**config.mk**
```make
export PLATFORM = sky130hd
export DESIGN_NAME = spi_shift_register
export DESIGN_NICKNAME = d
export VERILOG_FILES = /design/src/rtl/spi_shift_register.sv
export SDC_FILE = /design/constraint.sdc
export NUM_CORES = 1
export LEC_CHECK = 0
export BUFFER_PORTS_ARGS = -buffer_cell sky130_fd_sc_hd__buf_4
export CAP_MARGIN = 10
export CORE_MARGIN = 3
export CORE_UTILIZATION = 38
export DETAILED_ROUTE_END_ITERATION = 6
export PLACE_DENSITY = 0.55
export SYNTH_ARGS = -nofsm -noshare
export SYNTH_HDL_FRONTEND = slang
export SYNTH_SLANG_ARGS = --single-unit
```
**constraint.sdc**
```tcl
create_clock -name PClk -period 2.1 [get_ports PClk]
set_input_delay 0.315 -clock PClk [delete_from_list [all_inputs] [get_ports PClk]]
set_output_delay 0.315 -clock PClk [all_outputs]
set_load 0.005 [all_outputs]
```
**src/rtl/spi_shift_register.sv**
```systemverilog
// spi_shift_register: SPI frame shifter driven by baud-generator sclk edge strobes, cpol/cpha/lsbfe aware.
module spi_shift_register #(
  parameter int DATA_W = 8
) (
  input  logic              PClk,
  input  logic              PRESET,
  input  logic              ss,
  input  logic              send_data,
  input  logic [DATA_W-1:0] data_mosi,
  input  logic              lsbfe,
  input  logic              cpol,
  input  logic              cpha,
  input  logic              flag_high,
  input  logic              flag_low,
  input  logic              miso,
  output logic              mosi,
  output logic [DATA_W-1:0] data_miso,
  output logic              receive_data,
  output logic              busy
);
  localparam int CW = $clog2(DATA_W + 1);
  localparam int IW = $clog2(DATA_W);
  typedef enum logic [1:0] {IDLE, ACTIVE, DONE} state_t;
  state_t state, state_d;
  logic [DATA_W-1:0] tx_reg, rx_reg, rx_d;
  logic [CW-1:0] tx_cnt, rx_cnt, tx_cnt_d;
  logic [IW-1:0] rx_pos, tx_pos;
  logic leading, trailing, sample, shift, load, run, rx_go, tx_go, last;
  // A cpha=1 frame already presents bit 0, so its first leading edge (no samples yet) must not advance.
  always_comb begin
    leading = cpol ? flag_low : flag_high;
    trailing = cpol ? flag_high : flag_low;
    sample = cpha ? trailing : leading;
    shift = (cpha ? leading : trailing) & ~sample;
    load = state == IDLE && send_data && !ss;
    run = state == ACTIVE && !ss;
    rx_go = run && sample && rx_cnt < CW'(DATA_W);
    last = rx_go && rx_cnt == CW'(DATA_W - 1);
    tx_go = run && shift && tx_cnt < CW'(DATA_W - 1) && (!cpha || rx_cnt != '0);
    tx_cnt_d = tx_go ? tx_cnt + CW'(1) : tx_cnt;
    rx_pos = lsbfe ? IW'(rx_cnt) : IW'(CW'(DATA_W - 1) - rx_cnt);
    tx_pos = lsbfe ? IW'(tx_cnt_d) : IW'(CW'(DATA_W - 1) - tx_cnt_d);
    rx_d = rx_reg;
    if (rx_go) rx_d[rx_pos] = miso;
    state_d = load ? ACTIVE : state == ACTIVE ? (ss ? IDLE : last ? DONE : ACTIVE) : IDLE;
    busy = state == ACTIVE;
    receive_data = state == DONE;
  end
  always_ff @(posedge PClk or posedge PRESET)
    if (PRESET) state <= IDLE;
    else state <= state_d;
  always_ff @(posedge PClk or posedge PRESET) begin
    if (PRESET) begin
      tx_reg <= '0;
      rx_reg <= '0;
      data_miso <= '0;
      tx_cnt <= '0;
      rx_cnt <= '0;
      mosi <= 1'b0;
    end else begin
      tx_reg <= load ? data_mosi : tx_reg;
      rx_reg <= load ? '0 : rx_d;
      tx_cnt <= load ? '0 : tx_cnt_d;
      rx_cnt <= load ? '0 : rx_go ? rx_cnt + CW'(1) : rx_cnt;
      mosi <= load ? (lsbfe ? data_mosi[0] : data_mosi[DATA_W-1]) :
              (state == ACTIVE && ss) ? 1'b0 : run ? tx_reg[tx_pos] : mosi;
      if (last) data_miso <= rx_d;
    end
  end
endmodule

```
==> results of run 1 <==
through the flow:
step	total power [uW]	instance area [um2]	instances	setup WS [ns]
after floorplan	1040	2000	209	-0.148
after global placement	1200	2440	318	-0.0806
after detailed placement	1200	2440	318	-0.120
after CTS	1810	2610	326	-0.0261
after global routing	1900	2630	326	-0.142
final	1790	2630	326	-0.0492
per-layer routing:
layer	vias to the layer above	part of all wire
li1	832	-
met1	783	0.45
met2	21	0.51
met3	2	0.029
met4	0	0.0050
met5	-	0
power groups by stage:
| stage | sequential (uW) | combinational (uW) | clock [uW] |
|---|---|---|---|
| 2_1_floorplan | 786 | 257 | 0 |
| 3_3_place_gp | 788 | 413 | 0 |
| 3_5_place_dp | 789 | 412 | 0 |
| 4_1_cts | 778 | 431 | 604 |
| 5_1_grt | 784 | 484 | 631 |
| 6_report | 776 | 432 | 584 |
cell families after synthesis:
group	share of synthesized area
mux	0.132
compound gates	0.120
xor+xnor	0.0300
fa+ha+maj	0.0187
simple gates	0.220
buf+inv	0.0418
flops	0.437
how the worst min path moves through the flow:
stage	end
floorplan	data_miso[0]
detailed placement	data_miso[0]
global placement	data_miso[0]
finish	data_miso[1]
global route	data_miso[4]
CTS	rx_reg[3]
cells in the final DEF (no fill, tap or decap), types with 2 or more instances in the layout:
cell	count
nor2_1	22
or3_1	2
nand2b_1	6
xor2_1	2
nor3b_1	2
ha_1	3
a31oi_1	3
a41oi_1	2
o21ai_0	9
inv_1	7
buf_4	54
nor2b_1	4
o2111a_1	2
mux2i_1	15
and2_1	2
dfrtp_1	35
nand3_1	3
and3_1	3
nand2_1	32
clkbuf_8	5
nor3_1	2
a211o_1	2
xnor2_1	3
mux2_2	9
cells in the mapped netlist, types with 3 or more instances:
| library cell | count | area [um2] |
|---|---|---|
| ha_1 | 3 | 37.5 |
| mux2_2 | 9 | 101 |
| clkbuf_1 | 9 | 33.8 |
| nor3_1 | 3 | 15.0 |
| nor2_1 | 22 | 82.6 |
| a31oi_1 | 5 | 31.3 |
| and2_1 | 3 | 18.8 |
| nand2b_1 | 6 | 37.5 |
| nor2b_1 | 4 | 25.0 |
| xnor2_1 | 3 | 26.3 |
| nand2_1 | 32 | 120 |
| and3_1 | 3 | 18.8 |
| nand3_1 | 3 | 15.0 |
| inv_1 | 7 | 26.3 |
| dfrtp_1 | 35 | 876 |
| mux2i_1 | 15 | 150 |
| o21ai_0 | 9 | 45.0 |
repair_timing:
action                                  in CTS  in global routing
pin swaps                                    9                  1
hold buffers                                 0                  0
endpoints found under the setup margin       1                  2
gates resized for setup                     10                  3
setup buffers                                2                  0
worst reg2reg max path, delay by kind of cell (launching register included):
family	cells	cell delay, ns
buffers and inverters	1	0.17
AO/OA/AOI/OAI	3	0.55
flip-flops	1	0.39
AND/OR/NAND/NOR	4	0.93
final cells by class:
type / count / area (um2) / share of cell area
Timing Repair Buffer: 55 / 417 / 0.159
Multi-Input combinational cell: 155 / 1120 / 0.425
Tap cell: 67 / 83.8 / 0.0319
Inverter: 7 / 26.3 / 0.0100
Clock buffer: 5 / 68.8 / 0.0262
Clock inverter: 2 / 37.5 / 0.0143
Sequential cell: 35 / 876 / 0.333
==> flow_summary.json, run 1 <==
{
  "syn_area_per_cell_um2": 9.59,
  "clock_latency_ns": 0.28,
  "hold_path.class": "in2async",
  "cts.clk_slew.worst_paths_ns": 0.07,
  "antenna_found_initial": 0,
  "die_area_mm2": 0.00618,
  "globalRouteTotalUtil": 0.147,
  "post-route-util": 0.535,
  "peakVddDrop_uv": 343,
  "startpoint": "state[1]",
  "hold_viol_final": 0,
  "drv_slew": 0,
  "r2r-end": "mosi",
  "diodes": 0,
  "rsz0062_at_grt": "yes",
  "start_kind": "flop",
  "grt-busiest-layer": "met2",
  "wl_mm": 4.20,
  "ys_types": 47,
  "die_height_um": 78.6,
  "postSynth.asyncResetShare": 1.00,
  "wl_per_cell_um": 12.9,
  "drive_above_1_share": 0.328,
  "clock_power_share": 0.326,
  "dr.pass1.iters": 4,
  "ctsLongestPathBuffers": 2,
  "internal_power_uw": 1300,
  "cp.arrival_ns": 2.31,
  "ys_ff_latch": 35,
  "cts.sinks": 35,
  "layout_min_cycle_time_ns": 2.15,
  "die_w_um": 78.6,
  "syn_inst": 209,
  "worst-r2r-cell-count": 8,
  "required_ns": 2.26,
  "met1_usage": 0.183,
  "p_per_area_mw_per_mm2": 682,
  "syn_nets": 230,
  "power_leakage_uw": 0.00128,
  "setup-violations-final": 1,
  "synth_ff_type": "dfrtp_1",
  "endpoint_kind": "flop",
  "routed_via_density": 5.02,
  "drv_cap": 0,
  "tns_ns": -0.0492,
  "drtIter0Drc": 54,
  "status": "finished, violations left",
  "relSlewSlack": 0.710,
  "tritoncts": "done",
  "swShare": 0.272,
  "pwr-share-comb": 0.241,
  "power_frac_seq": 0.433,
  "core_area_mm2": 0.00491,
  "ys_warn_count": 0,
  "cts_buffers": 5,
  "ant_nets": 0,
  "r2r-start": "state[1]",
  "dp_hpwl_mm": 3.02,
  "max_freq_mhz": 465,
  "fin_worst_skew_ns": 0.00989,
  "period_share": 1.02,
  "use_met3": 0.0344,
  "mappedNetlistArea_mm2": 0.00200,
  "grt_max_degree": 36,
  "first_global_vias": 1564,
  "critical-path-top-delay-family": "simple AND/OR/NAND/NOR gates",
  "fin_nets": 280,
  "crit_chain": "or3b_4 -> nor3_4 -> nand3_2 -> buf_4 -> nor3_2 -> a311oi_1 -> a211o_1 -> a31o_1",
  "endpoint": "mosi",
  "synth_edf_count": 0,
  "crit_path_max_fanout": 4,
  "io_buffers": 28,
  "gr-total-overflow": 0,
  "vias": 1638,
  "pin_count": 29,
  "grt_pass1_wl_mm": 7.26,
  "r2r_setup_slack_ns": -0.05,
  "violations": "negative setup slack",
  "slowest_stage": "dfrtp_1",
  "cp.buffers_inverters": 1,
  "initial_core_util": 0.408,
  "tightestPinTransition_ns": 0.435,
  "cts_root_buf": "clkbuf_8",
  "critPathKind": "reg2reg",
  "netSwitchingPower_uw": 487,
  "areaGrowthSynthToFinish_pct": 31.0,
  "holdWs_ns": 0.132,
  "rows": 25,
  "path_depth": 8,
  "seq_area_frac_synth": 0.437,
  "use_met2": 0.256,
  "fin_ws_ns": -0.0492,
  "drc": 0,
  "critPathMaxStageDelay_ns": 0.39,
  "gp_congestion": 0.810,
  "fillers": 451,
  "ctsHtreeMaxLevel": 2
}
Power figures use the tool's default switching activity.
==> run 2: changes to the inputs <==
- RECOVER_POWER: not set -> 25
==> flow_summary.json, run 2 (synthesized netlist as in run 1, its figures left out) <==
{
  "status": "finished, violations left",
  "violations": "negative setup slack",
  "crit_path_max_fanout": 4,
  "max_freq_mhz": 465,
  "core_area_mm2": 0.00491,
  "die_area_mm2": 0.00618,
  "critPathKind": "reg2reg",
  "cts_root_buf": "clkbuf_8",
  "fillers": 452,
  "dr.pass1.iters": 4,
  "period_share": 1.02,
  "wl_mm": 4.19,
  "drv_cap": 0,
  "die_height_um": 78.6,
  "fin_worst_skew_ns": 0.0103,
  "gp_congestion": 0.810,
  "clock_latency_ns": 0.28,
  "drv_slew": 0,
  "layout_common_cells": "buf_4, dfrtp_1, nand2_1",
  "ctsLongestPathBuffers": 2,
  "areaGrowthSynthToFinish_pct": 30.9,
  "dpl_cell_area_mm2": 0.00244,
  "p_per_area_mw_per_mm2": 682,
  "ant_nets": 0,
  "tritoncts": "done",
  "hold_viol_final": 0,
  "tns_ns": -0.0496,
  "cts.sinks": 35,
  "diodes": 0,
  "peakVddDrop_uv": 343,
  "hold_buffers": 0,
  "grt_pass1_wl_mm": 7.26,
  "routed_via_density": 5.01,
  "drive_above_1_share": 0.328,
  "cp.arrival_ns": 2.31,
  "cts_buffers": 5,
  "start_kind": "flop",
  "globalRouteTotalUtil": 0.147,
  "io_buffers": 28,
  "drc": 0,
  "endpoint_kind": "flop",
  "first_global_vias": 1564,
  "required_ns": 2.26,
  "layout_min_cycle_time_ns": 2.15,
  "setup-violations-final": 1,
  "seq_area_um2": 876,
  "gr-total-overflow": 0,
  "pin_count": 29,
  "relSlewSlack": 0.431,
  "dp_hpwl_mm": 3.02,
  "antenna_found_initial": 0,
  "wl_per_cell_um": 12.9,
  "multi_input_area_mm2": 0.00112,
  "design_area_mm2": 0.00262,
  "grt_max_degree": 36,
  "tightestPinTransition_ns": 0.854,
  "cts.clk_slew.worst_paths_ns": 0.07,
  "power_leakage_uw": 0.00128,
  "die_w_um": 78.6,
  "fin_nets": 280,
  "fin_ws_ns": -0.0496,
  "final_common_cell": "buf_4",
  "ctsHtreeMaxLevel": 2,
  "rows": 25,
  "rsz0062_at_grt": "yes",
  "hold_path.class": "in2reg",
  "drtIter0Drc": 62,
  "initial_core_util": 0.408,
  "vias": 1634
}
run 2: cell types whose count changed in the layout (fill, tap and decap cells not counted), sizes merged:
cell    previous run  this run
buf               55        53
clkbuf             5         7
run 2: power breakdown:
group	internal, uW	switching [uW]	total [uW]
Clock	347	236	583
Combinational	222	210	431
Sequential	735	40.4	776
run 2: area by class of cell:
cell class,count,share of cell area
multi-input cells,155,0.426
flip-flops and latches,35,0.334
repair buffers,55,0.158
well taps,67,0.0320
clock buffers,5,0.0262
clock inverters,2,0.0143
inverters,7,0.0100
run 2: repair_timing:
action                     CTS  global route
setup endpoints to repair    1             2
gates resized for setup     10             3
pin swaps                    9             1
setup buffers                2             0
run 2: routing by layer:
layer  vias up  global-route usage  share of wire
li1        832                   -              -
met3         2              0.0344          0.028
met4         0              0.0367         0.0050
met2        18               0.256           0.51
met5         -                   0              0
met1       782               0.183           0.45
run 2: path summary, 6_finish.rpt:
| path | startpoint | end | slack (ns) | cells past startpoint |
|---|---|---|---|---|
| worst max-delay path | state[1] | mosi | -0.05 | 8 |
| worst min-delay path | data_mosi[3] | tx_reg[3] | 0.27 | 2 |
| worst max register to register | state[1] | mosi | -0.05 | 8 |
| worst min register to register | data_miso[1] | data_miso[1] | 0.48 | 2 |
| max in group asynchronous | PRESET | tx_reg[1] | 1.28 | 3 |
| min in group asynchronous | PRESET | data_miso[0] | 0.29 | 3 |
run 2: stage by stage:
step	cells	hold WS, ns	util	total power, uW	worst slack, ns
global route	326	0.256	0.534	1900	-0.142
CTS	326	0.139	0.532	1810	-0.0261
floorplan	209	0.467	-	1040	-0.148
global placement	318	0.451	0.498	1200	-0.0806
detailed placement	318	0.454	0.498	1200	-0.120
finish	326	0.270	0.534	1790	-0.0496
run 2: critical path, stage by stage (launching register included):
cell      delay, ns
dfrtp_1        0.39
or3b_4         0.39
nor3_4         0.32
nand3_2        0.13
buf_4          0.16
nor3_2         0.09
a311oi_1       0.07
a211o_1        0.28
a31o_1         0.20
